**src/rtl/serial_pkg.sv**
```systemverilog
// serial_pkg: definitions shared by the serial transmitter and receiver.
// Holds the FSM state encoding, frame geometry and the bit-period helper.
package serial_pkg;

    localparam int DataBits = 8;
    localparam int StopBits = 1;

    typedef enum logic [1:0] {
        sIdle     = 2'd0,
        sStartBit = 2'd1,
        sDataBit  = 2'd2,
        sStopBit  = 2'd3
    } serial_state_e;

    // Number of clocks per serial bit (integer division).
    function automatic int ticks_per_bit(input int clock_frequency, input int baud_rate);
        return clock_frequency / baud_rate;
    endfunction

endpackage

```
**src/rtl/serial_bit_timer.sv**
```systemverilog
// serial_bit_timer: loadable down-counter that measures one serial bit period.
// oBitDone is high while the count sits at zero; the count never wraps.
module serial_bit_timer
    import serial_pkg::*;
#(
    parameter int Width = 4
) (
    input  logic             iClock,
    input  logic             iReset,
    input  logic             iLoad,
    input  logic [Width-1:0] iLoadValue,
    output logic             oBitDone
);

    logic [Width-1:0] count_q;
    logic [Width-1:0] count_d;

    // Next count: load wins, otherwise decrement until zero and hold there.
    always_comb begin
        count_d = count_q;
        if (iLoad) begin
            count_d = iLoadValue;
        end else if (count_q != '0) begin
            count_d = count_q - 1'b1;
        end
    end

    // Count register with synchronous reset.
    // NOTE: sequential state uses non-blocking assignments so every register
    // samples the values from before the clock edge, independent of block order.
    always_ff @(posedge iClock) begin
        if (iReset) begin
            count_q <= '0;
        end else begin
            count_q <= count_d;
        end
    end

    assign oBitDone = (count_q == '0);

endmodule

```
**src/rtl/serial_transmitter.sv**
```systemverilog
// serial_transmitter: UART transmitter, 8N1, LSB first, no flow control.
// Optional feature macro: SERIAL_TRANSMITTER_HOLD_EN adds a one-byte holding
// register so a second byte can be queued while a frame is on the line and
// frames go out back-to-back. Without it, oReady is high only in sIdle.
module serial_transmitter
    import serial_pkg::*;
#(
    parameter int ClockFrequency = 16000000,
    parameter int BaudRate       = 115200
) (
    input  logic       iClock,
    input  logic       iReset,
    input  logic [7:0] iData,
    input  logic       iSend,
    output logic       oReady,
    output logic       oBusy,
    output logic       oTXD
);

    localparam int TicksPerBit = ticks_per_bit(ClockFrequency, BaudRate);
    localparam int TimerWidth  = (TicksPerBit > 1) ? $clog2(TicksPerBit) : 1;
    localparam int IndexWidth  = $clog2(DataBits);
    localparam logic [TimerWidth-1:0] TimerReload = TimerWidth'(TicksPerBit - 1);
    localparam logic [IndexWidth-1:0] LastIndex   = IndexWidth'(DataBits - 1);

    if (TicksPerBit < 2) begin : g_bad_rate
        $error("serial_transmitter: TicksPerBit must be at least 2");
    end

    serial_state_e         state_q, state_d;
    logic [DataBits-1:0]   shift_q, shift_d;
    logic [IndexWidth-1:0] index_q, index_d;
    logic                  txd_q, txd_d;
    logic                  timer_load;
    logic                  bit_done;
    logic                  accept;

`ifdef SERIAL_TRANSMITTER_HOLD_EN
    logic [DataBits-1:0]   hold_q, hold_d;
    logic                  hold_full_q, hold_full_d;
`endif

    serial_bit_timer #(
        .Width (TimerWidth)
    ) u_bit_timer (
        .iClock     (iClock),
        .iReset     (iReset),
        .iLoad      (timer_load),
        .iLoadValue (TimerReload),
        .oBitDone   (bit_done)
    );

`ifdef SERIAL_TRANSMITTER_HOLD_EN
    assign oReady = ~hold_full_q;
`else
    assign oReady = (state_q == sIdle);
`endif
    assign oBusy  = (state_q != sIdle);
    assign oTXD   = txd_q;
    assign accept = iSend & oReady;

    // Next-state logic for the frame FSM, shift register and bit index.
    // NOTE: every signal driven here gets a default first, so no path leaves
    // it unassigned and no latch is inferred.
    always_comb begin
        state_d    = state_q;
        shift_d    = shift_q;
        index_d    = index_q;
        timer_load = 1'b0;
`ifdef SERIAL_TRANSMITTER_HOLD_EN
        hold_d      = hold_q;
        hold_full_d = hold_full_q;
`endif
        unique case (state_q)
            sIdle: begin
                if (accept) begin
                    shift_d    = iData;
                    timer_load = 1'b1;
                    state_d    = sStartBit;
                end
            end
            sStartBit: begin
                if (bit_done) begin
                    index_d    = '0;
                    timer_load = 1'b1;
                    state_d    = sDataBit;
                end
            end
            sDataBit: begin
                if (bit_done) begin
                    shift_d    = shift_q >> 1;
                    timer_load = 1'b1;
                    if (index_q == LastIndex) begin
                        state_d = sStopBit;
                    end else begin
                        index_d = index_q + 1'b1;
                    end
                end
            end
            sStopBit: begin
                if (bit_done) begin
                    state_d = sIdle;
`ifdef SERIAL_TRANSMITTER_HOLD_EN
                    if (hold_full_q) begin
                        shift_d     = hold_q;
                        hold_full_d = 1'b0;
                        timer_load  = 1'b1;
                        state_d     = sStartBit;
                    end else if (accept) begin
                        shift_d    = iData;
                        timer_load = 1'b1;
                        state_d    = sStartBit;
                    end
`endif
                end
            end
            default: state_d = sIdle;
        endcase
`ifdef SERIAL_TRANSMITTER_HOLD_EN
        // A byte accepted mid-frame is queued, unless the stop bit is ending
        // with an empty hold, in which case it went straight to the shifter.
        if (accept && (state_q != sIdle) &&
            !((state_q == sStopBit) && bit_done && !hold_full_q)) begin
            hold_d      = iData;
            hold_full_d = 1'b1;
        end
`endif
    end

    // Line level for the current state; registered below so oTXD cannot glitch.
    always_comb begin
        txd_d = 1'b1;
        unique case (state_q)
            sStartBit: txd_d = 1'b0;
            sDataBit:  txd_d = shift_q[0];
            default:   txd_d = 1'b1;
        endcase
    end

    // Control registers with synchronous reset; reset aborts any frame.
    always_ff @(posedge iClock) begin
        if (iReset) begin
            state_q <= sIdle;
            index_q <= '0;
            txd_q   <= 1'b1;
        end else begin
            state_q <= state_d;
            index_q <= index_d;
            txd_q   <= txd_d;
        end
    end

    // Datapath registers: contents only matter once a valid flag/state says so.
    // NOTE: shift and hold data are left unreset; only the control flags that
    // qualify them need a defined reset value.
    always_ff @(posedge iClock) begin
        shift_q <= shift_d;
`ifdef SERIAL_TRANSMITTER_HOLD_EN
        hold_q  <= hold_d;
`endif
    end

`ifdef SERIAL_TRANSMITTER_HOLD_EN
    // Hold-full flag: reset empties the holding register.
    always_ff @(posedge iClock) begin
        if (iReset) begin
            hold_full_q <= 1'b0;
        end else begin
            hold_full_q <= hold_full_d;
        end
    end
`endif

endmodule
```
**config.mk**
```make
export PLATFORM = sky130hd
export DESIGN_NAME = serial_transmitter
export DESIGN_NICKNAME = d
export VERILOG_FILES = /design/src/rtl/serial_pkg.sv /design/src/rtl/serial_bit_timer.sv /design/src/rtl/serial_transmitter.sv
export SDC_FILE = /design/constraint.sdc
export NUM_CORES = 1
export LEC_CHECK = 0
export BUFFER_PORTS_ARGS = -buffer_cell sky130_fd_sc_hd__buf_4
export CORE_MARGIN = 4
export CORE_UTILIZATION = 27
export DETAILED_ROUTE_END_ITERATION = 6
export GPL_ROUTABILITY_DRIVEN = 0
export MAX_ROUTING_LAYER = met4
export PLACE_DENSITY = 0.42
export SETUP_SLACK_MARGIN = 0.3
export SLEW_MARGIN = 40
export SYNTH_ARGS = -nofsm -noshare
export SYNTH_HDL_FRONTEND = slang
export SYNTH_HIERARCHICAL = 1
export SYNTH_SLANG_ARGS = --single-unit
```
**constraint.sdc**
```tcl
create_clock -name iClock -period 2.7 [get_ports iClock]
set_input_delay 0.405 -clock iClock [delete_from_list [all_inputs] [get_ports iClock]]
set_output_delay 0.405 -clock iClock [all_outputs]
set_load 0.05 [all_outputs]
```
==> out/metrics.yaml <==
ff2ff_path_depth: 7
synthFlopType: "dfxtp_1"
wl_per_cell_um: 12.3
viasPerCell: 4.70
synth_cell_types: 42
avgSynthCellArea_um2: 10.8
synth_edf_count: 8
start_kind: "flip-flop"
cp_slowest_cell: "and4bb_1"
die_w_um: 77.4
clk_latency_ns: 0.26
seqPwrFrac_pct: 32.8
hold_buffers: 0
cts-htree-levels: 1
cts_setup_buffers: 0
endpoint: "u_bit_timer/count_q[6]$_SDFFE_PP0P_"
p_per_area_mw_per_mm2: 1180
grt_overflow: 0
routed_wl_mm: 2.37
leakage_nw: 0.614
path_cells: "nor4_4 > and4bb_1 > a22oi_1 > nor2_1 > buf_4 > a211oi_1 > nor3_1"
min_path_type: "in2reg"
grt_pass1_vias: 916
internal-power_mw: 1.12
clk_pin_slew_ns: 0.08
switching_share_pct: 38.5
rsz0062_at_grt: "false"
p_total_mw: 1.82
numCtsBuffers: 3
antenna_cells: 0
die_h_um: 77.4
cpPeakStageDelay_ns: 0.40
track_usage_pct: 9.15
die-area_mm2: 0.00599
worst_slew_pin_slew_ns: 0.591
drive_above_1_share_pct: 24.1
maxSlewViolCount: 0
cts_tree: "yes"
dpl_worst_slack_ns: 0.551
placementRows: 24
seq_area_frac_synth_pct: 40.0
maxSlewHeadroom_pct: 60.6
power.switching_mw: 0.701
ctsResizeCount: 0
max-cap-violations: 0
r2r_end: "u_bit_timer/count_q[6]$_SDFFE_PP0P_"
crit_path_max_fanout: 8
status: "completed"
drc: 0
worst_slack_ns: 0.545
clockRootBuffer: "clkbuf_8"
r2r_slack_ns: 0.55
fmax_mhz: 464
synthArstFlopShare_pct: 0
cts.sinks: 22
rr_startpoint: "u_bit_timer/count_q[3]$_SDFFE_PP0P_"
finalSetupTns_ns: 0
cp.required_ns: 2.89
dp_hpwl_mm: 1.76
cts_buffer_depth: 2
finClkSkew_ns: 0.00248
ys_ff_latch: 22
core_mm2: 0.00450
holdWs_ns: 0.430
grt_pass1_wl_mm: 4.31
path_class: "reg2reg"
io_buffers: 13
finalCriticalPeriod_ns: 2.15
drt_first_pass_iters: 4
grt_max_degree: 20
nNetsFinal: 163
initial_core_util_pct: 28.9
syn2layout_area_growth_pct: 18.7
irDropWorstVdd_mv: 0.423
pwr-share-comb_pct: 50.3
initialDrtViolationCount: 39
setup_viol: 0
syn_inst: 120
crit_start: "u_bit_timer/count_q[3]$_SDFFE_PP0P_"
fin_util_pct: 34.3
syn_area_mm2: 0.00130
final_hold_viol_count: 0
yosys_warnings: 6
drt.antenna.violating_nets: 0
clock_power_share_pct: 16.9
num_vias: 907
critPathArrivalTime_ns: 2.35
cp-end-kind: "flip-flop"
antenna_found_initial: 0
ios: 14
period_share_pct: 79.8
==> layout by cell type, fill, tap and decap left out, types with 2 or more instances in the layout <==
cell and count:
buf_4 16, dfxtp_1 14, ha_1 10, edfxtp_1 8
nand2_1 8, conb_1 8, mux2_2 7, inv_1 7
nor2_1 5, nor3_1 5, a21oi_1 4, o32ai_1 4
nor2b_1 3, or2b_1 3, mux2i_1 3, o211ai_1 3
clkbuf_8 3, xnor2_1 3, a211oi_1 2, o21bai_1 2
nand4b_1 2
==> sequential cells by signal, summed over array words and instances, names as in the netlist <==
name / flops
state_q: 2
index_q: 3
u_bit_timer/count_q: 8
oTXD: 1
shift_q: 8
==> Yosys cell counts (2+ instances only) <==
master | count | area (um^2)
nor3_1 | 5 | 25.0
edfxtp_1 | 8 | 240
a211oi_1 | 2 | 15.0
o32ai_1 | 4 | 35.0
nor2_1 | 5 | 18.8
xnor2_1 | 3 | 26.3
nor2b_1 | 3 | 18.8
o211ai_1 | 3 | 22.5
inv_1 | 7 | 26.3
mux2i_1 | 3 | 30.0
or2b_1 | 3 | 22.5
mux2_2 | 7 | 78.8
ha_1 | 10 | 125
nand4b_1 | 2 | 17.5
nand2_1 | 8 | 30.0
dfxtp_1 | 14 | 280
o21bai_1 | 2 | 15.0
a21oi_1 | 4 | 20.0
conb_1 | 2 | 7.51
buf_6 | 2 | 22.5
clkbuf_1 | 2 | 7.51
==> layer usage <==
| metal | vias to the layer above | global-route usage, % | wire length (um) |
|---|---|---|---|
| li1 | 466 | - | - |
| met1 | 427 | 9.88 | 1030 |
| met2 | 12 | 15.8 | 1200 |
| met3 | 2 | 3.24 | 113 |
| met4 | 0 | 2.67 | 23 |
| met5 | - | - | 0 |
==> cell families after synthesis <==
group	Yosys count	share of synthesized area, %
other	2	0.577
XOR/XNOR	4	2.69
AND/OR/NAND/NOR	37	18.4
adder cells (fa/ha/maj)	10	9.62
multiplexers	10	8.37
buffers and inverters	12	4.71
AO/OA/AOI/OAI	23	15.7
flip-flops	22	40.0
==> per-stage QoR <==
| stage | instance area, um^2 | std cells |
|---|---|---|
| after CTS | 1550 | 193 |
| final | 1550 | 193 |
| after global placement | 1470 | 189 |
| after global routing | 1550 | 193 |
| after floorplan | 1320 | 126 |
| after detailed placement | 1470 | 189 |
==> layout make-up <==
cell class	count	area (um^2)
fillers	485	2960
multi-input cells	92	742
flip-flops and latches	22	520
repair buffers	16	120
well taps	52	65.1
clock buffers	3	41.3
clock inverters	1	30.0
inverters	7	26.3
==> critical path: cells and delay by family, from the launching register on <==
kind | cells | cell delay [ns]
AND/OR/NAND/NOR | 4 | 1.30
buffers and inverters | 1 | 0.23
AO/OA/AOI/OAI | 2 | 0.18
flip-flops | 1 | 0.37
==> worst min-delay path by stage <==
stage / startpoint / to / slack (ns) / depth (start not counted)
2_1_floorplan: shift_q[0]$_DFFE_PP_ / oTXD$_SDFF_PP1_ / 0.43 / 1
3_3_place_gp: shift_q[0]$_DFFE_PP_ / oTXD$_SDFF_PP1_ / 0.48 / 1
3_5_place_dp: shift_q[0]$_DFFE_PP_ / oTXD$_SDFF_PP1_ / 0.46 / 1
4_1_cts: iData[7] / shift_q[7]$_SDFFCE_PN0P_ / 0.42 / 2
5_1_grt: iData[2] / shift_q[2]$_DFFE_PP_ / 0.43 / 2
6_report: iData[7] / shift_q[7]$_SDFFCE_PN0P_ / 0.43 / 2
==> power groups by stage <==
stage | sequential [mW] | combinational [mW] | clock, mW
floorplan | 0.603 | 0.726 | 0
global placement | 0.606 | 0.917 | 0
detailed placement | 0.607 | 0.923 | 0
CTS | 0.599 | 0.931 | 0.323
global route | 0.616 | 1.03 | 0.335
finish | 0.598 | 0.915 | 0.308
No activity file was read; power rests on OpenSTA's default activity.
